--- src/rtl/stage_fetch_queued.sv ---
// stage_fetch_queued: decoupled multi-lane fetch stage with branch-prediction truncation and a bundle queue
module stage_fetch_queued #(
  parameter int WIDTH = 3,
  parameter int DEPTH = 4,
  parameter int GHR_BITS = 8,
  parameter logic [31:0] RESET_PC = 32'h0
) (
  input  logic                  clock,
  input  logic                  reset,
  output logic [WIDTH*32-1:0]   icache_read_addr_o,
  input  logic [WIDTH-1:0]      icache_valid_i,
  input  logic [WIDTH*32-1:0]   icache_inst_i,
  output logic                  bp_req_valid_o,
  output logic [31:0]           bp_req_pc_o,
  output logic                  bp_req_used_o,
  input  logic                  bp_resp_taken_i,
  input  logic [31:0]           bp_resp_target_i,
  input  logic [GHR_BITS-1:0]   bp_resp_ghr_i,
  input  logic                  ib_stall_i,
  output logic                  ib_bundle_valid_o,
  output logic [WIDTH-1:0]      ib_lane_valid_o,
  output logic [WIDTH*32-1:0]   ib_inst_o,
  output logic [WIDTH*32-1:0]   ib_pc_o,
  output logic [WIDTH-1:0]      ib_pred_taken_o,
  output logic [31:0]           ib_pred_target_o,
  output logic [GHR_BITS-1:0]   ib_ghr_o,
  input  logic                  ex_redirect_valid_i,
  input  logic [31:0]           ex_redirect_pc_i,
  input  logic                  fetch_enable_i,
  output logic                  fetch_stall_o,
  output logic [31:0]           pc_dbg_o
);
  localparam int CW = $clog2(DEPTH + 1);
  localparam int PW = DEPTH > 1 ? $clog2(DEPTH) : 1;
  localparam int KW = $clog2(WIDTH + 1);
  localparam int BW = WIDTH > 1 ? $clog2(WIDTH) : 1;
  logic [31:0] pc, next_pc;
  logic [WIDTH-1:0] acc, keep, pt;
  logic [KW-1:0] k;
  logic [BW-1:0] b;
  logic run, has_br, taken, push, pop, head_valid, full;
  logic [PW-1:0] head, tail;
  logic [CW-1:0] count;
  logic [WIDTH*32-1:0] q_inst [DEPTH];
  logic [31:0] q_pc [DEPTH];
  logic [31:0] q_tgt [DEPTH];
  logic [WIDTH-1:0] q_lv [DEPTH];
  logic [WIDTH-1:0] q_pt [DEPTH];
  logic [GHR_BITS-1:0] q_ghr [DEPTH];
  function automatic logic [PW-1:0] inc(input logic [PW-1:0] p);
    return p == PW'(DEPTH - 1) ? '0 : p + 1'b1;
  endfunction
  // accepted prefix, first conditional branch and truncation behind a taken prediction
  always_comb begin
    acc = '0;
    keep = '0;
    pt = '0;
    k = '0;
    b = '0;
    run = 1'b1;
    has_br = 1'b0;
    for (int i = 0; i < WIDTH; i++) begin
      run = run & icache_valid_i[i];
      acc[i] = run;
      k = k + KW'(run);
    end
    for (int i = WIDTH - 1; i >= 0; i--)
      if (acc[i] && icache_inst_i[i*32 +: 7] == 7'b1100011) begin
        has_br = 1'b1;
        b = BW'(i);
      end
    taken = has_br & bp_resp_taken_i;
    for (int i = 0; i < WIDTH; i++) begin
      keep[i] = acc[i] & !(taken && BW'(i) > b);
      pt[i] = taken && BW'(i) == b;
    end
    next_pc = taken ? bp_resp_target_i : pc + (32'(k) << 2);
  end
  assign full = count == CW'(DEPTH);
  assign head_valid = count != '0 && !ex_redirect_valid_i;
  assign pop = head_valid & !ib_stall_i;
  assign push = fetch_enable_i & !reset & !ex_redirect_valid_i & |acc & (!full | pop);
  assign fetch_stall_o = fetch_enable_i & !ex_redirect_valid_i & (~|acc | (full & !pop));
  assign bp_req_valid_o = has_br & !reset;
  assign bp_req_pc_o = pc + (32'(b) << 2);
  assign bp_req_used_o = push & has_br;
  assign pc_dbg_o = pc;
  assign ib_bundle_valid_o = head_valid;
  assign ib_lane_valid_o = head_valid ? q_lv[head] : '0;
  assign ib_pred_taken_o = head_valid ? q_pt[head] : '0;
  assign ib_inst_o = q_inst[head];
  assign ib_pred_target_o = q_tgt[head];
  assign ib_ghr_o = q_ghr[head];
  for (genvar g = 0; g < WIDTH; g++) begin : g_lane
    assign icache_read_addr_o[g*32 +: 32] = pc + 32'(4 * g);
    assign ib_pc_o[g*32 +: 32] = q_pc[head] + 32'(4 * g);
  end
  always_ff @(posedge clock) begin
    if (reset) begin
      pc <= RESET_PC;
      head <= '0;
      tail <= '0;
      count <= '0;
    end else if (ex_redirect_valid_i) begin
      pc <= ex_redirect_pc_i;
      head <= '0;
      tail <= '0;
      count <= '0;
    end else begin
      if (push) pc <= next_pc;
      if (push) tail <= inc(tail);
      if (pop) head <= inc(head);
      count <= count + CW'(push) - CW'(pop);
    end
  end
  always_ff @(posedge clock)
    if (push) begin
      q_inst[tail] <= icache_inst_i;
      q_pc[tail] <= pc;
      q_tgt[tail] <= bp_resp_target_i;
      q_lv[tail] <= keep;
      q_pt[tail] <= pt;
      q_ghr[tail] <= bp_resp_ghr_i;
    end
endmodule

--- config.mk ---
export PLATFORM = sky130hd
export DESIGN_NAME = stage_fetch_queued
export DESIGN_NICKNAME = d
export VERILOG_FILES = /design/src/rtl/stage_fetch_queued.sv
export SDC_FILE = /design/constraint.sdc
export NUM_CORES = 1
export LEC_CHECK = 0
export CORE_MARGIN = 2
export CORE_UTILIZATION = 52
export CTS_BUF_LIST = sky130_fd_sc_hd__clkbuf_16
export DETAILED_ROUTE_END_ITERATION = 10
export PLACE_DENSITY_LB_ADDON = 0.2
export SYNTH_ARGS = -nofsm -noshare
export SYNTH_HDL_FRONTEND = slang
export SYNTH_SLANG_ARGS = --single-unit
--- constraint.sdc ---
create_clock -name clock -period 8.15 [get_ports clock]
set_clock_uncertainty 0.1 [all_clocks]
set_input_delay 1.63 -clock clock [delete_from_list [all_inputs] [get_ports clock]]
set_output_delay 1.63 -clock clock [all_outputs]
set_load 0.05 [all_outputs]
==> impl_metrics.prom, run 1 <==
# TYPE chip_impl_metric gauge
chip_impl_metric{name="htree_num_levels",unit=""} 3
chip_impl_info{name="critical_path.endpoint_type",value="output port"} 1
chip_impl_metric{name="synth.avg_cell_area",unit="µm²"} 17.94
chip_impl_metric{name="ctsHoldBuffers",unit=""} 0
chip_impl_metric{name="grt_start_max_net_pins",unit=""} 91
chip_impl_metric{name="slew_viol_final",unit=""} 0
chip_impl_info{name="critPathKind",value="primary input to output port"} 1
chip_impl_metric{name="post-synth-top-area-fraction",unit=""} 0.6815
chip_impl_metric{name="netlist-cell-type-count",unit=""} 62
chip_impl_metric{name="finalWorstPathRequiredPeriod",unit="ns"} 7.390
chip_impl_metric{name="leakage",unit="µW"} 0.01270
chip_impl_metric{name="dpl.hpwl",unit="mm"} 56.21
chip_impl_info{name="critical_path.cell_chain",value="clkdlybuf4s50_1 -> nand3_1 -> nor4_1 -> buf_4 -> nor3b_1 -> inv_1 -> fa_1 -> nor2_1 -> nand2_1 -> nor2_1 -> xor2_1 -> buf_12"} 1
chip_impl_metric{name="timing.reg2reg.worst_path_depth",unit=""} 6
chip_impl_metric{name="placed_area",unit="µm²"} 37140
chip_impl_metric{name="drt-total-wl",unit="mm"} 84.22
chip_impl_metric{name="power.density",unit="nW/µm²"} 209.5
chip_impl_metric{name="synth_fp_nets",unit=""} 1904
chip_impl_metric{name="finalWeightedCongestion",unit=""} 0.9151
chip_impl_metric{name="synthArstFlopShare",unit=""} 0
chip_impl_info{name="min_from",value="head[1]"} 1
chip_impl_info{name="hp-class",value="flop to flop"} 1
chip_impl_metric{name="layout-drive-gt1-share",unit=""} 0.1550
chip_impl_metric{name="worstHoldPathCells",unit=""} 2
chip_impl_info{name="rr_startpoint",value="pc_dbg_o[4]"} 1
chip_impl_info{name="post-synth-top-area-cell",value="edfxtp_1"} 1
chip_impl_metric{name="grt_overflow",unit=""} 0
chip_impl_metric{name="routed-via-count",unit=""} 18184
chip_impl_metric{name="first_global_vias",unit=""} 18259
chip_impl_metric{name="synth_sequential_area_ratio",unit=""} 0.7083
chip_impl_metric{name="fin_hold_ws",unit="ns"} 0.4003
chip_impl_metric{name="wire_per_inst",unit="µm"} 27.17
chip_impl_metric{name="critical_path_buf_inv_count",unit=""} 4
chip_impl_info{name="crit_path_start_kind",value="primary input"} 1
chip_impl_metric{name="drt-vias-per-instance",unit=""} 5.866
chip_impl_metric{name="numClockSinks",unit=""} 737
chip_impl_metric{name="timing.final.setup_violations",unit=""} 0
chip_impl_metric{name="crit_path_max_fanout",unit=""} 10
chip_impl_metric{name="post-cts-setup-buffers",unit=""} 0
chip_impl_info{name="tritoncts",value="yes"} 1
chip_impl_metric{name="first_pass_grt_wire_length",unit="mm"} 121.3
chip_impl_metric{name="ir_worst_vdd",unit="V"} 0.0001601
chip_impl_metric{name="maximum_count_of_clock_buffers_along_a_single_path",unit=""} 3
chip_impl_metric{name="die-area",unit="µm²"} 60930
chip_impl_metric{name="buffer_ports.inserted",unit=""} 578
chip_impl_metric{name="placementRows",unit=""} 89
chip_impl_metric{name="drcViolationCount",unit=""} 0
chip_impl_metric{name="initialDrtViolationCount",unit=""} 1458
chip_impl_metric{name="antenna_found_initial",unit=""} 11
chip_impl_metric{name="route.antenna.remaining_nets",unit=""} 0
chip_impl_metric{name="finalSetupTns",unit="ns"} 0
chip_impl_metric{name="drt_pre_antenna_iters",unit=""} 6
chip_impl_metric{name="number_of_synthesized_register_bits",unit=""} 737
chip_impl_metric{name="tritoncts.num_buffers",unit=""} 73
chip_impl_metric{name="synth_cells",unit=""} 1709
chip_impl_metric{name="clock_latency",unit="ns"} 0.60
chip_impl_info{name="grt_setup_unrepaired",value="no"} 1
chip_impl_metric{name="fp.coreArea",unit="µm²"} 58690
chip_impl_metric{name="slew_headroom",unit=""} 0.3067
chip_impl_metric{name="drv.max_cap_violation_count",unit=""} 0
chip_impl_metric{name="clock.fmax",unit="MHz"} 135.3
chip_impl_metric{name="netlist_area",unit="µm²"} 30670
chip_impl_metric{name="groute.usage.overall",unit=""} 0.2747
chip_impl_info{name="yosysMostFrequentCell",value="edfxtp_1"} 1
chip_impl_metric{name="fin_crit_sh",unit=""} 0.9068
chip_impl_metric{name="initial_utilization",unit=""} 0.5226
chip_impl_info{name="cp_slowest_cell",value="clkdlybuf4s50_1"} 1
chip_impl_metric{name="die_height",unit="µm"} 246.8
chip_impl_metric{name="worstMarginPinSlew",unit="ns"} 1.039
chip_impl_info{name="synth_commonest_cells",value="edfxtp_1 (696), mux4_2 (174), xnor2_1 (120), nand2_1 (93), nor2_1 (74)"} 1
chip_impl_metric{name="yosysWarnings",unit=""} 0
chip_impl_info{name="crit_family",value="simple AND/OR/NAND/NOR gates"} 1
chip_impl_info{name="clock_tree.root_cell",value="clkbuf_16"} 1
chip_impl_metric{name="num-nets-final",unit=""} 2457
chip_impl_metric{name="worstPathArrival",unit="ns"} 5.66
chip_impl_metric{name="clk_pin_slew_worst_paths",unit="ns"} 0.06
chip_impl_info{name="cp_common_cell",value="nor2_1"} 1
chip_impl_metric{name="synth-edff-count",unit=""} 696
chip_impl_info{name="capture_instance_of_the_worst_register_to_register_path",value="pc_dbg_o[31]"} 1
chip_impl_info{name="synth-main-ff-cell",value="edfxtp_1"} 1
chip_impl_metric{name="hold_violations",unit=""} 0
chip_impl_metric{name="fp.dieW",unit="µm"} 246.8
chip_impl_metric{name="postCtsResizedCells",unit=""} 0
chip_impl_metric{name="critical-path-max-stage-delay",unit="ns"} 0.79
chip_impl_metric{name="worst-r2r-setup-slack",unit="ns"} 4.33
chip_impl_metric{name="final_cell_area",unit="µm²"} 39450
chip_impl_metric{name="worst-endpoint-required",unit="ns"} 6.42
chip_impl_metric{name="area_growth_syn_to_layout",unit="%"} 28.64
chip_impl_info{name="outcome",value="finished, final reports clean"} 1
chip_impl_info{name="synth_area_leaders",value="edfxtp_1 (68%), mux4_2 (13%), xnor2_1 (3.4%)"} 1
chip_impl_metric{name="top_level_ports",unit=""} 579
-- power by group --
part           total [µW]  internal, µW  switching [µW]
Sequential           4230          4170            54.6
Combinational         824           295             529
Clock                3210          1820            1390
Total                8270          6290            1980
-- worst register-to-register path: stages, from the launching register on --
cell	delay [ns]
dfxtp_1	1.01
nand3_1	0.70
nor3_1	0.86
nand2_1	0.35
or3_1	0.38
a31oi_1	0.17
o221a_2	0.20
-- routing by layer --
| metal | GRT usage | share of wire | wire [µm] |
|---|---|---|---|
| met4 | 0.1086 | 0.036 | 3071 |
| met1 | 0.3632 | 0.38 | 31950 |
| met3 | 0.06251 | 0.086 | 7238 |
| met5 | 0 | 0.00081 | 68 |
| met2 | 0.4457 | 0.50 | 41890 |
-- layout make-up --
type                       instances  area, µm²
antenna                            5      12.51
tap                              773      967.2
multi-input combinational        800       8082
sequential                       737      21730
clock buffer                      74       1852
inverter                          33      123.9
timing repair buffer             617       6243
clock inverter                    61      441.7
fill                            3944      19230
-- registers in the layout, summed over array words and instances, names as in the netlist, named ones only --
name	count
q_inst	384
pc_dbg_o	32
q_pc	128
head	2
count	3
q_lv	12
q_ghr	32
q_tgt	128
tail	2
q_pt	12
-- worst max path at each step --
stage | from | endpoint | slack, ns | depth (start not counted)
2_1_floorplan | ex_redirect_valid_i | q_ghr[1][0] | 0.79 | 7
3_3_place_gp | icache_valid_i[0] | bp_req_pc_o[18] | 0.84 | 12
3_5_place_dp | icache_valid_i[0] | bp_req_pc_o[18] | 0.84 | 12
4_1_cts | icache_valid_i[0] | bp_req_pc_o[18] | 0.83 | 12
5_1_grt | icache_valid_i[0] | bp_req_pc_o[21] | 0.52 | 12
6_report | icache_valid_i[0] | bp_req_pc_o[18] | 0.76 | 12
-- cells in the final DEF, fill, tap and decap left out, drive strengths merged, types with 3 or more instances in the layout --
| cell | Yosys | layout |
|---|---|---|
| edfxtp | 696 | 696 |
| clkdlybuf4s50 | 0 | 554 |
| mux4 | 174 | 174 |
| xnor2 | 120 | 120 |
| nand2 | 93 | 93 |
| clkbuf | 46 | 74 |
| nor2 | 74 | 74 |
| buf | 93 | 63 |
| inv | 32 | 56 |
| xor2 | 44 | 44 |
| nand3 | 42 | 42 |
| dfxtp | 41 | 41 |
| o21ai | 32 | 32 |
| clkinv | 1 | 30 |
| nand4 | 22 | 22 |
| nor3 | 21 | 21 |
| a21oi | 16 | 16 |
| ha | 15 | 15 |
| a221oi | 14 | 14 |
| and2 | 14 | 14 |
| and3 | 13 | 13 |
| mux2i | 12 | 12 |
| and4 | 11 | 11 |
| a211oi | 10 | 10 |
| nor4 | 9 | 9 |
| or3 | 9 | 9 |
| nor2b | 8 | 8 |
| o211ai | 7 | 7 |
| diode | 0 | 5 |
| bufinv | 0 | 5 |
| a31oi | 4 | 4 |
| or4 | 4 | 4 |
| o221ai | 3 | 3 |
| fa | 3 | 3 |
| clkinvlp | 0 | 3 |
-- cell families after synthesis --
| group | after synthesis | share of synthesized area |
|---|---|---|
| DFF | 737 | 0.7083 |
| and+or+nand+nor | 332 | 0.05459 |
| xor gates and xnor gates | 164 | 0.04684 |
| AOI/OAI and AO/OA | 100 | 0.02146 |
| muxes | 186 | 0.1317 |
| adders and majority gates | 18 | 0.008078 |
| buffers and inverters | 172 | 0.02905 |
-- through the flow --
stage	total power, µW	setup WS (ns)	cells	util
finish	8265	0.7595	3100	0.6722
global route	8494	0.5153	3100	0.6722
CTS	8318	0.8343	3095	0.6720
detailed placement	5128	0.8429	2960	0.6329
global placement	5117	0.8353	2960	0.6329
floorplan	4764	0.7900	1709	-
No activity file was read; power rests on OpenSTA's default activity.
==> run 2: changes to the inputs <==
==> constraint.sdc (replaced) <==
create_clock -name clock -period 8.15 [get_ports clock]
set_clock_uncertainty 0.1 [all_clocks]
set_input_delay 2.0375 -clock clock [delete_from_list [all_inputs] [get_ports clock]]
set_output_delay 2.0375 -clock clock [all_outputs]
set_load 0.05 [all_outputs]
==> run 2 against run 1 <==
Net effect: count of clock-buffer cells in the layout down 1; register-to-register slack hardly changed; total power rose by 1.3%; clock power is 3% higher; critical endpoint is now bp_req_pc_o[29]; highest routed layer unchanged.
==> impl_metrics.prom, run 2 (synthesized netlist as in run 1, its figures left out) <==
# TYPE chip_impl_metric gauge
chip_impl_info{name="critPathKind",value="primary input to output port"} 1
chip_impl_info{name="cp_common_cell",value="nor2_1"} 1
chip_impl_info{name="crit_path_start_kind",value="primary input"} 1
chip_impl_metric{name="route.antenna.remaining_nets",unit=""} 0
chip_impl_metric{name="first_global_vias",unit=""} 18291
chip_impl_metric{name="finalWeightedCongestion",unit=""} 0.9574
chip_impl_info{name="critPathCapture",value="bp_req_pc_o[29]"} 1
chip_impl_info{name="rr_startpoint",value="pc_dbg_o[5]"} 1
chip_impl_metric{name="drt-total-wl",unit="mm"} 85.30
chip_impl_metric{name="maximum_count_of_clock_buffers_along_a_single_path",unit=""} 3
chip_impl_info{name="capture_instance_of_the_worst_register_to_register_path",value="pc_dbg_o[31]"} 1
chip_impl_metric{name="drt-vias-per-instance",unit=""} 5.808
chip_impl_metric{name="worst-endpoint-required",unit="ns"} 6.01
chip_impl_metric{name="place_inst",unit=""} 2969
chip_impl_metric{name="fp.dieW",unit="µm"} 246.8
chip_impl_metric{name="tritoncts.num_buffers",unit=""} 73
chip_impl_info{name="hp-class",value="flop to flop"} 1
chip_impl_metric{name="grt_overflow",unit=""} 0
chip_impl_metric{name="power.density",unit="nW/µm²"} 210.6
chip_impl_metric{name="ir_worst_vdd",unit="V"} 0.0001440
chip_impl_metric{name="slew_headroom",unit=""} 0.3918
chip_impl_metric{name="top_level_ports",unit=""} 579
chip_impl_metric{name="placementRows",unit=""} 89
chip_impl_metric{name="crit_path_max_fanout",unit=""} 5
chip_impl_metric{name="buffer_ports.inserted",unit=""} 578
chip_impl_metric{name="clock.fmax",unit="MHz"} 126.9
chip_impl_metric{name="critical_path_depth",unit=""} 12
chip_impl_metric{name="first_pass_grt_wire_length",unit="mm"} 122.8
chip_impl_info{name="crit_family",value="simple AND/OR/NAND/NOR gates"} 1
chip_impl_metric{name="grt_start_max_net_pins",unit=""} 79
chip_impl_metric{name="slew_viol_final",unit=""} 0
chip_impl_metric{name="fin_cells",unit=""} 3106
chip_impl_metric{name="fin_hold_ws",unit="ns"} 0.4139
chip_impl_info{name="clock_tree.root_cell",value="clkbuf_16"} 1
chip_impl_info{name="final_common_cell",value="edfxtp_1"} 1
chip_impl_info{name="largestRegisters",value="q_inst: 384 flops, q_pc: 128 flops, q_tgt: 128 flops"} 1
chip_impl_metric{name="timing.reg2reg.worst_path_depth",unit=""} 6
chip_impl_metric{name="num-nets-final",unit=""} 2466
chip_impl_metric{name="critical_path_buf_inv_count",unit=""} 3
chip_impl_metric{name="initial_utilization",unit=""} 0.5226
chip_impl_metric{name="worstPathArrival",unit="ns"} 5.74
chip_impl_info{name="tritoncts",value="yes"} 1
chip_impl_metric{name="initialDrtViolationCount",unit=""} 1391
chip_impl_metric{name="area_growth_syn_to_layout",unit="%"} 29.67
chip_impl_metric{name="clk_pin_slew_worst_paths",unit="ns"} 0.06
chip_impl_info{name="critical_path.cell_chain",value="clkdlybuf4s50_1 -> nand4bb_1 -> nor2_1 -> nor3b_1 -> ha_1 -> a21oi_1 -> buf_4 -> nor4_1 -> nand3_1 -> nor2_1 -> xor2_1 -> buf_12"} 1
chip_impl_info{name="worst_setup_path_startpoint",value="icache_inst_i[2]"} 1
chip_impl_metric{name="power_after_layout",unit="µW"} 8376
chip_impl_info{name="registers.top_by_ff_count",value="q_inst"} 1
chip_impl_metric{name="groute.usage.overall",unit=""} 0.2800
chip_impl_metric{name="multiInputGateArea",unit="µm²"} 8082
chip_impl_metric{name="numClockSinks",unit=""} 737
chip_impl_info{name="outcome",value="finished, final reports clean"} 1
chip_impl_metric{name="finalWorstPathRequiredPeriod",unit="ns"} 7.882
chip_impl_metric{name="htree_num_levels",unit=""} 3
chip_impl_metric{name="sequential_cell_area",unit="µm²"} 21730
chip_impl_metric{name="dpl.hpwl",unit="mm"} 57.01
chip_impl_metric{name="fp.coreArea",unit="µm²"} 58690
chip_impl_info{name="grt_setup_unrepaired",value="no"} 1
chip_impl_metric{name="antenna_found_initial",unit=""} 8
chip_impl_metric{name="die-area",unit="µm²"} 60930
chip_impl_info{name="critical_path.endpoint_type",value="output port"} 1
chip_impl_metric{name="largest_reg_flops",unit=""} 384
chip_impl_metric{name="ctsHoldBuffers",unit=""} 0
chip_impl_metric{name="drt_pre_antenna_iters",unit=""} 5
chip_impl_metric{name="clock_latency",unit="ns"} 0.61
chip_impl_metric{name="post-cts-setup-buffers",unit=""} 0
chip_impl_metric{name="timing.final.setup_violations",unit=""} 0
chip_impl_metric{name="hold_violations",unit=""} 0
chip_impl_metric{name="die_height",unit="µm"} 246.8
chip_impl_metric{name="worstMarginPinSlew",unit="ns"} 0.9110
chip_impl_metric{name="fin_crit_sh",unit=""} 0.9671
chip_impl_info{name="cp_slowest_cell",value="nor4_1"} 1
chip_impl_metric{name="layout-drive-gt1-share",unit=""} 0.1625
chip_impl_metric{name="finalSetupTns",unit="ns"} 0
chip_impl_metric{name="postCtsResizedCells",unit=""} 0
chip_impl_metric{name="drv.max_cap_violation_count",unit=""} 0
chip_impl_metric{name="worst-r2r-setup-slack",unit="ns"} 4.32
chip_impl_metric{name="wire_per_inst",unit="µm"} 27.46
chip_impl_metric{name="finalCoreUtilization",unit=""} 0.6776
chip_impl_metric{name="leakage",unit="µW"} 0.01285
chip_impl_metric{name="routed-via-count",unit=""} 18039
chip_impl_metric{name="drcViolationCount",unit=""} 0
chip_impl_info{name="layout_common_cells",value="edfxtp_1 (696), clkdlybuf4s50_1 (549), mux4_2 (174)"} 1
chip_impl_metric{name="fillers",unit=""} 3926
chip_impl_metric{name="critical-path-max-stage-delay",unit="ns"} 0.58
run 2: changes by cell type in the layout (fill, tap and decap cells not counted), moves of 2 or more:
cell,before,now
buf_12,18,33
bufinv_16,5,9
clkdlybuf4s50_1,554,549
clkinv_1,20,11
clkinv_2,9,12
clkinvlp_4,3,1
diode_2,5,7
run 2: power by group:
part           internal (µW)  switching, µW
registers               4170           53.6
logic                    310            535
clock network           1930           1380
total                   6410           1960
run 2: worst min-delay path, stage by stage (launching register included):
cell and delay [ns]:
dfxtp_1 0.34, nand2_1 0.07, a21oi_1 0.06
run 2: layout make-up:
cell class | instances | share of cell area
Multi-Input combinational cell | 800 | 0.2032
Sequential cell | 737 | 0.5464
Clock buffer | 73 | 0.04594
Clock inverter | 57 | 0.01347
Timing Repair Buffer | 626 | 0.1631
Antenna cell | 7 | 0.0004405
Tap cell | 773 | 0.02432
Inverter | 33 | 0.003115
run 2: per-layer routing:
metal	up-vias	global-route usage	part of all wire	routed length, µm
li1	7817	-	-	-
met1	9272	0.3711	0.39	33160
met2	802	0.4600	0.50	42860
met3	144	0.05839	0.077	6583
met4	4	0.1056	0.031	2661
met5	-	0	0.00034	29
run 2: worst min-delay path by stage:
stage,slack [ns],from,end,depth (start not counted)
floorplan,0.37,tail[1],tail[1],2
global placement,0.38,tail[1],tail[1],2
detailed placement,0.39,head[1],flop,2
CTS,0.41,head[1],flop,2
global route,0.45,head[0],flop,2
finish,0.41,tail[1],tail[1],2
run 2: per-stage QoR:
stage	area, µm²	worst slack, ns
2_1_floorplan	30670	0.3825
3_3_place_gp	37390	0.4354
3_5_place_dp	37390	0.3743
4_1_cts	39750	0.3393
5_1_grt	39760	0.1774
6_report	39770	0.2684
